## src/rtl/codebook_decompressor.sv

```systemverilog
// codebook_decompressor: NCODES-lane codebook lookup behind one valid/ready register stage.
// Define DECOMP_MISS_CNT_EN to build the saturating miss counter; otherwise miss_count reads 0.
module codebook_decompressor #(
    parameter int  SYM_W  = 6,
    parameter int  CODE_W = 2,
    parameter int  NENT   = 4,
    parameter int  NCODES = 4,
    localparam int IDX_W  = (NENT > 1) ? $clog2(NENT) : 1
) (
    input  logic                     clk,
    input  logic                     reset,
    input  logic                     cb_we,
    input  logic [IDX_W-1:0]         cb_idx,
    input  logic [CODE_W-1:0]        cb_code,
    input  logic [SYM_W-1:0]         cb_sym,
    input  logic                     cb_clear,
    input  logic                     in_valid,
    output logic                     in_ready,
    input  logic [NCODES*CODE_W-1:0] in_data,
    output logic                     out_valid,
    input  logic                     out_ready,
    output logic [NCODES*SYM_W-1:0]  out_data,
    output logic [NCODES-1:0]        out_miss,
    output logic [15:0]              miss_count
);

    logic [NENT-1:0]   cb_vld_q;
    logic [CODE_W-1:0] cb_code_q [NENT];
    logic [SYM_W-1:0]  cb_sym_q  [NENT];

    logic [NCODES*SYM_W-1:0] lk_data;
    logic [NCODES-1:0]       lk_miss;
    logic                    accept;

    logic                    out_valid_q;
    logic [NCODES*SYM_W-1:0] out_data_q;
    logic [NCODES-1:0]       out_miss_q;

    // Indices at or above NENT match no entry, so such writes fall through harmlessly.
    always_ff @(posedge clk or posedge reset) begin
        if (reset) begin
            cb_vld_q <= '0;
            for (int unsigned e = 0; e < NENT; e++) begin
                cb_code_q[e] <= '0;
                cb_sym_q[e]  <= '0;
            end
        end else if (cb_clear) begin
            cb_vld_q <= '0;
            for (int unsigned e = 0; e < NENT; e++) begin
                cb_code_q[e] <= '0;
                cb_sym_q[e]  <= '0;
            end
        end else if (cb_we) begin
            for (int unsigned e = 0; e < NENT; e++) begin
                if (cb_idx == IDX_W'(e)) begin
                    cb_vld_q[e]  <= 1'b1;
                    cb_code_q[e] <= cb_code;
                    cb_sym_q[e]  <= cb_sym;
                end
            end
        end
    end

    // Scan entries from high to low so the lowest matching index is the one left standing.
    always_comb begin
        lk_data = '0;
        lk_miss = '1;
        for (int unsigned l = 0; l < NCODES; l++) begin
            for (int unsigned e = NENT; e > 0; e--) begin
                if (cb_vld_q[e-1] && (cb_code_q[e-1] == in_data[l*CODE_W +: CODE_W])) begin
                    lk_data[l*SYM_W +: SYM_W] = cb_sym_q[e-1];
                    lk_miss[l]                = 1'b0;
                end
            end
        end
    end

    assign in_ready = !out_valid_q || out_ready;
    assign accept   = in_valid && in_ready;

    always_ff @(posedge clk or posedge reset) begin
        if (reset) begin
            out_valid_q <= 1'b0;
            out_data_q  <= '0;
            out_miss_q  <= '0;
        end else if (accept) begin
            out_valid_q <= 1'b1;
            out_data_q  <= lk_data;
            out_miss_q  <= lk_miss;
        end else if (out_ready) begin
            out_valid_q <= 1'b0;
        end
    end

    assign out_valid = out_valid_q;
    assign out_data  = out_data_q;
    assign out_miss  = out_miss_q;

`ifdef DECOMP_MISS_CNT_EN
    logic [15:0] miss_cnt_q;
    logic [15:0] miss_cnt_d;
    logic [16:0] miss_sum;

    always_comb begin
        miss_sum = {1'b0, miss_cnt_q};
        for (int unsigned l = 0; l < NCODES; l++) begin
            miss_sum = miss_sum + 17'(lk_miss[l]);
        end
        miss_cnt_d = miss_sum[16] ? '1 : miss_sum[15:0];
    end

    always_ff @(posedge clk or posedge reset) begin
        if (reset) begin
            miss_cnt_q <= '0;
        end else if (accept) begin
            miss_cnt_q <= miss_cnt_d;
        end
    end

    assign miss_count = miss_cnt_q;
`else
    assign miss_count = '0;
`endif

endmodule

```

## config.mk

```make
export PLATFORM = sky130hd
export DESIGN_NAME = codebook_decompressor
export DESIGN_NICKNAME = d
export VERILOG_FILES = /design/src/rtl/codebook_decompressor.sv
export SDC_FILE = /design/constraint.sdc
export NUM_CORES = 1
export LEC_CHECK = 0
export ABC_CLOCK_PERIOD_IN_PS = 2450
export CAP_MARGIN = 40
export CORE_ASPECT_RATIO = 1.2
export CORE_MARGIN = 8
export CORE_UTILIZATION = 45
export DETAILED_ROUTE_END_ITERATION = 7
export PLACE_DENSITY = 0.78
export SYNTH_ARGS = -nofsm -noshare
export SYNTH_HDL_FRONTEND = slang
export SYNTH_SLANG_ARGS = --single-unit
```

## constraint.sdc

```tcl
create_clock -name clk -period 2.45 [get_ports clk]
set_input_delay 0.49 -clock clk [delete_from_list [all_inputs] [get_ports clk]]
set_output_delay 0.49 -clock clk [all_outputs]
set_load 0.005 [all_outputs]
```

==> results of run 1 <==
## cells in the final DEF (no fill, tap or decap), types with 2 or more instances in the layout
master | netlist | routed
conb_1 | 1 | 16
a21oi_1 | 38 | 38
or2_2 | 6 | 6
inv_1 | 3 | 2
nor2_1 | 14 | 14
xnor2_1 | 20 | 20
dfrtp_1 | 65 | 65
o41ai_1 | 4 | 4
buf_4 | 17 | 15
nand2_1 | 83 | 83
nor3_1 | 26 | 26
nand2b_1 | 2 | 2
nand3_1 | 9 | 9
a211oi_1 | 12 | 12
xor2_1 | 10 | 10
clkinvlp_4 | 0 | 2
a311oi_1 | 12 | 12
clkdlybuf4s50_1 | 0 | 53
mux2i_1 | 8 | 8
nor3_2 | 4 | 4
or3_1 | 2 | 2
and3_1 | 7 | 7
o21a_1 | 12 | 12
o21ai_0 | 41 | 41
o21ai_1 | 19 | 19
clkbuf_8 | 0 | 11
## stage by stage
step | instances | util
after floorplan | 469 | -
after global placement | 603 | 0.523
after global routing | 619 | 0.548
after CTS | 619 | 0.548
after detailed placement | 603 | 0.523
final | 619 | 0.548
## kinds of logic (layout without fill, tap and decap cells)
family	Yosys count	in the layout	share of synthesized area
buffers and inverters	55	88	0.0794
AO/OA/AOI/OAI	138	138	0.212
AND/OR/NAND/NOR	155	155	0.183
flip-flops	65	65	0.425
XOR/XNOR	32	32	0.0800
other	1	16	0.000979
multiplexers	8	8	0.0209
## per-layer routing
metal  GRT usage  wire, µm  up-vias
li1            -         -     1632
met1       0.221      4140     1651
met2       0.346      5670      153
met3      0.0260       721       30
met4      0.0909       285        0
met5           0         0        -
## area by class of cell
class | instances | area (µm²)
fillers | 787 | 3810
multi-input cells | 349 | 1960
flip-flops and latches | 65 | 1630
repair buffers | 69 | 663
clock buffers | 11 | 151
well taps | 117 | 146
clock inverters | 5 | 62.6
inverters | 3 | 11.3
## sequential cells by signal, summed over array words and instances (netlist names)
name,count
cb_code_q,8
cb_sym_q,24
cb_vld_q,4
out_data,24
out_miss,4
out_valid,1
## worst max-delay path, cell delays in order
cell and delay (ps):
clkdlybuf4s50_1 450, nand2b_1 150, clkdlybuf4s50_1 530
## worst max-delay path by stage
stage | from | endpoint | slack, ps | depth (start not counted)
after floorplan | reset | cb_code_q[0]$_DFFE_PP0P_ | 330 | 1
after global placement | in_data[2] | out_data[11]$_DFFE_PP0P_ | 110 | 6
after detailed placement | in_data[2] | out_data[11]$_DFFE_PP0P_ | 70 | 6
after CTS | out_ready | in_ready | 320 | 3
after global routing | out_ready | in_ready | 290 | 3
final | out_ready | in_ready | 340 | 3
## power by group
group	internal, µW	switching [µW]
Combinational	222	222
Sequential	1140	65.7
Clock	531	454
==> impl_metrics.tcl, run 1 <==
set metrics [dict create \
    hold_start "out_data[23]$_DFFE_PP0P_" \
    core_area_um2 8430 \
    worstHoldPathType "flop to flop" \
    vias_per_cell 5.60 \
    syn-cell-area_um2 3830 \
    htreeDepth 3 \
    reg2reg_depth 5 \
    clock_skew_ps 12.1 \
    place_hpwl_um 8370 \
    synth_edf_count 0 \
    synthArstFlopShare 1.00 \
    clk_pin_slew_ps 80 \
    vias 3466 \
    grt_usage 0.192 \
    synth.avg_cell_area_um2 8.44 \
    drt_iter0_markers 218 \
    clock_path_buffers 2 \
    start_util 0.455 \
    insertion_delay_ps 350 \
    grt_max_degree 66 \
    cts_root_buf "clkbuf_8" \
    clock-sinks 65 \
    total_power_uw 2630 \
    port_buffers 53 \
    synth.area.top_cells "dfrtp_1 (42%), nand2_1 (8.1%), o21ai_0 (5.4%), a21oi_1 (5.0%), xnor2_1 (4.6%)" \
    antenna_found_initial 0 \
    worstPathMaxFanout 4 \
    grt_pass1_vias 3414 \
    nets 521 \
    grt_setup_unrepaired "false" \
    r2r-start "cb_code_q[2]$_DFFE_PP0P_" \
    drive_gt1_frac 0.0896 \
    period_share 0.863 \
    whs_path_depth 2 \
    fin_ws_ps 336 \
    yosysWarnings 0 \
    hold_buffers 0 \
    status "completed" \
    drv_slew 0 \
    worstPathRequired_ps 1960 \
    die_h_um 117 \
    n_antenna_cell 0 \
    end_kind "primary output" \
    tightestPinTransition_ps 592 \
    holdPathEnd "out_data[23]$_DFFE_PP0P_" \
    hold_ws_ps 478 \
    setup_viol 0 \
    synth_top_area_frac 0.425 \
    fp.dieW_um 100 \
    overflow 0 \
    io_pins 70 \
    fin_crit_ps 2110 \
    startpoint_type "primary input" \
    synthCells 454 \
    rr_endpoint "out_data[11]$_DFFE_PP0P_" \
    rows 37 \
    cts_buffers 9 \
    leakagePower_uw 0.00186 \
    fin_tns_setup_ps 0 \
    synth_seq_cells 65 \
    antenna_left 0 \
    ir_drop_mv 0.339 \
    synth.yosys.seq_area_share 0.425 \
    first_pass_iters 5 \
    fmax_mhz 473 \
    place.gp.congestion 0.930 \
    ctsResizeCount 0 \
    post-cts-setup-buffers 0 \
    crit_arrival_ps 1620 \
    synth_cell_types 31 \
    drcViolationCount 0 \
    r2r_slack_ps 530 \
    finalHoldViolCount 0 \
    design_area_um2 4620 \
    crit_type "primary input to primary output" \
    power.density_nw_per_um2 570 \
    cts_tree "yes" \
    grt_pass1_wl_um 17600 \
    max-cap-violations 0 \
    relSlewSlack 0.604 \
    yosysTopAreaCell "dfrtp_1" \
    synth_common_cells "nand2_1 (83), dfrtp_1 (65), o21ai_0 (41)" \
    yosysMostFrequentCell "nand2_1" \
    dp_worst_setup_slack_ps 71.4 \
    placed_cell_area_um2 4400 \
    drt-total-wl_um 10800 \
    syn_to_final_growth_pct 20.5 \
    dieArea_um2 11700 \
    routedWlPerCell_um 17.5 \
    ys.flop_type "dfrtp_1" \
]
(Power assumes the default switching activity.)
==> run 2: changes to the inputs <==
--- a/config.mk
+++ b/config.mk
@@ -9,9 +9,9 @@
 export CAP_MARGIN = 40
 export CORE_ASPECT_RATIO = 1.2
 export CORE_MARGIN = 8
-export CORE_UTILIZATION = 45
+export CORE_UTILIZATION = 40
 export DETAILED_ROUTE_END_ITERATION = 7
-export PLACE_DENSITY = 0.78
+export PLACE_DENSITY = 0.72
 export SYNTH_ARGS = -nofsm -noshare
 export SYNTH_HDL_FRONTEND = slang
 export SYNTH_SLANG_ARGS = --single-unit
==> run 2 against run 1 <==
  * Clock power grew 29%
  * Critical path depth did not move
  * Via count increased by 2.1%
  * Sequential share of layout area decreased by 0.62 points
  * First-iteration DRC count increased by 24%
  * Final cell count up 0.81%
  * Sequential cell count stayed put
  * Die area up 11%
  * Utilization down 4.9 points
  * Clock-buffer cell count decreased by 2
  * Final area up 1.8%
==> impl_metrics.tcl, run 2 (synthesis results as in run 1) <==
set metrics [dict create \
    post-cts-setup-buffers 0 \
    cts_root_buf "clkbuf_16" \
    finalNonFillerCells 624 \
    rows 39 \
    port_buffers 53 \
    setup_viol 0 \
    clock-sinks 65 \
    fin_tns_setup_ps 0 \
    layout_common_cells "nand2_1 (83), dfrtp_1 (65), clkdlybuf4s50_1 (53)" \
    antenna_found_initial 0 \
    drt_iter0_markers 270 \
    ir_drop_mv 0.344 \
    clock_power_share 0.433 \
    dp.cells 608 \
    hold_buffers 0 \
    power_switching_uw 779 \
    clock_skew_ps 5.27 \
    fp.dieW_um 105 \
    htreeDepth 3 \
    startpoint_type "primary input" \
    grt_setup_unrepaired "false" \
    period_share 0.854 \
    drv_slew 0 \
    swShare 0.267 \
    n_antenna_cell 0 \
    final_common_cell "nand2_1" \
    place_hpwl_um 8670 \
    vias_per_cell 5.67 \
    leakagePower_uw 0.00189 \
    seq_power_share 0.413 \
    die_h_um 123 \
    placed_cell_area_um2 4400 \
    clk_pin_slew_ps 60 \
    worstPathRequired_ps 1960 \
    max-cap-violations 0 \
    worstHoldPathType "primary input to async pin" \
    cts_tree "yes" \
    clock_path_buffers 2 \
    end_kind "primary output" \
    overflow 0 \
    place.gp.congestion 0.919 \
    syn_to_final_growth_pct 22.7 \
    grt_pass1_vias 3621 \
    crit_arrival_ps 1600 \
    relSlewSlack 0.592 \
    dieArea_um2 13000 \
    ctsResizeCount 0 \
    power.density_nw_per_um2 622 \
    start_util 0.407 \
    drt-total-wl_um 11400 \
    insertion_delay_ps 330 \
    p_int_uw 2150 \
    design_area_um2 4700 \
    tightestPinTransition_ps 610 \
    pwr-share-comb 0.153 \
    grt_pass1_wl_um 18300 \
    worstPathMaxFanout 4 \
    status "completed" \
    fin_crit_ps 2090 \
    crit_type "primary input to primary output" \
    fmax_mhz 478 \
    core_area_um2 9420 \
    r2r_slack_ps 530 \
    vias 3539 \
    finalHoldViolCount 0 \
    cts_buffers 9 \
    nets 520 \
    drive_gt1_frac 0.0878 \
    drcViolationCount 0 \
    grt_usage 0.178 \
    routedWlPerCell_um 18.2 \
    first_pass_iters 5 \
    antenna_left 0 \
    io_pins 70 \
    grt_max_degree 49 \
]
[run 2: cell types whose count changed in the layout (fill, tap and decap cells not counted)]
cell	change
clkbuf_8	-11
clkbuf_16	+9
clkinv_2	+2
buf_4	-1
clkinvlp_4	+1
inv_6	-1
[run 2: worst max-delay path, cell delays in order]
cell and delay, ps:
clkdlybuf4s50_1 440, nand2b_1 150, clkdlybuf4s50_1 520
[run 2: path summary, 6_finish.rpt]
path                                          start                       end  cells past startpoint
setup / recovery                          out_ready                  in_ready                      3
hold / removal                                reset   out_miss[3]$_DFFE_PP0P_                      2
setup reg to reg           cb_code_q[2]$_DFFE_PP0P_  out_data[10]$_DFFE_PP0P_                      5
hold reg to reg            out_data[14]$_DFFE_PP0P_  out_data[14]$_DFFE_PP0P_                      2
max in group asynchronous                     reset  cb_sym_q[15]$_DFFE_PP0P_                      3
min in group clk           out_data[14]$_DFFE_PP0P_  out_data[14]$_DFFE_PP0P_                      2
[run 2: stage by stage]
stage | hold slack (ps) | utilization | power [µW] | worst slack, ps
floorplan | 467 | - | 1450 | 334
global placement | 467 | 0.468 | 1660 | 140
detailed placement | 476 | 0.468 | 1670 | 116
CTS | 484 | 0.499 | 2940 | 346
global route | 514 | 0.499 | 3040 | 284
finish | 471 | 0.499 | 2920 | 357
[run 2: routing by layer]
layer | global-route usage | vias to the layer above | wire length [µm]
met2 | 0.314 | 156 | 5940
met5 | 0 | - | 0
li1 | - | 1632 | -
met1 | 0.193 | 1722 | 4340
met4 | 0.113 | 0 | 386
met3 | 0.0365 | 29 | 699
[run 2: layout make-up]
cell class                      count  area, µm²
Clock buffer                        9        225
Timing Repair Buffer               68        656
Tap cell                          123        154
Inverter                            3       11.3
Sequential cell                    65       1630
Multi-Input combinational cell    349       1960
Fill cell                         897       4720
Clock inverter                      7       71.3
[run 2: power groups by stage]
| stage | Clock, µW | Sequential [µW] | Combinational (µW) |
|---|---|---|---|
| 2_1_floorplan | 0 | 1200 | 257 |
| 3_3_place_gp | 0 | 1220 | 437 |
| 3_5_place_dp | 0 | 1230 | 447 |
| 4_1_cts | 1280 | 1210 | 449 |
| 5_1_grt | 1330 | 1220 | 492 |
| 6_report | 1270 | 1210 | 448 |
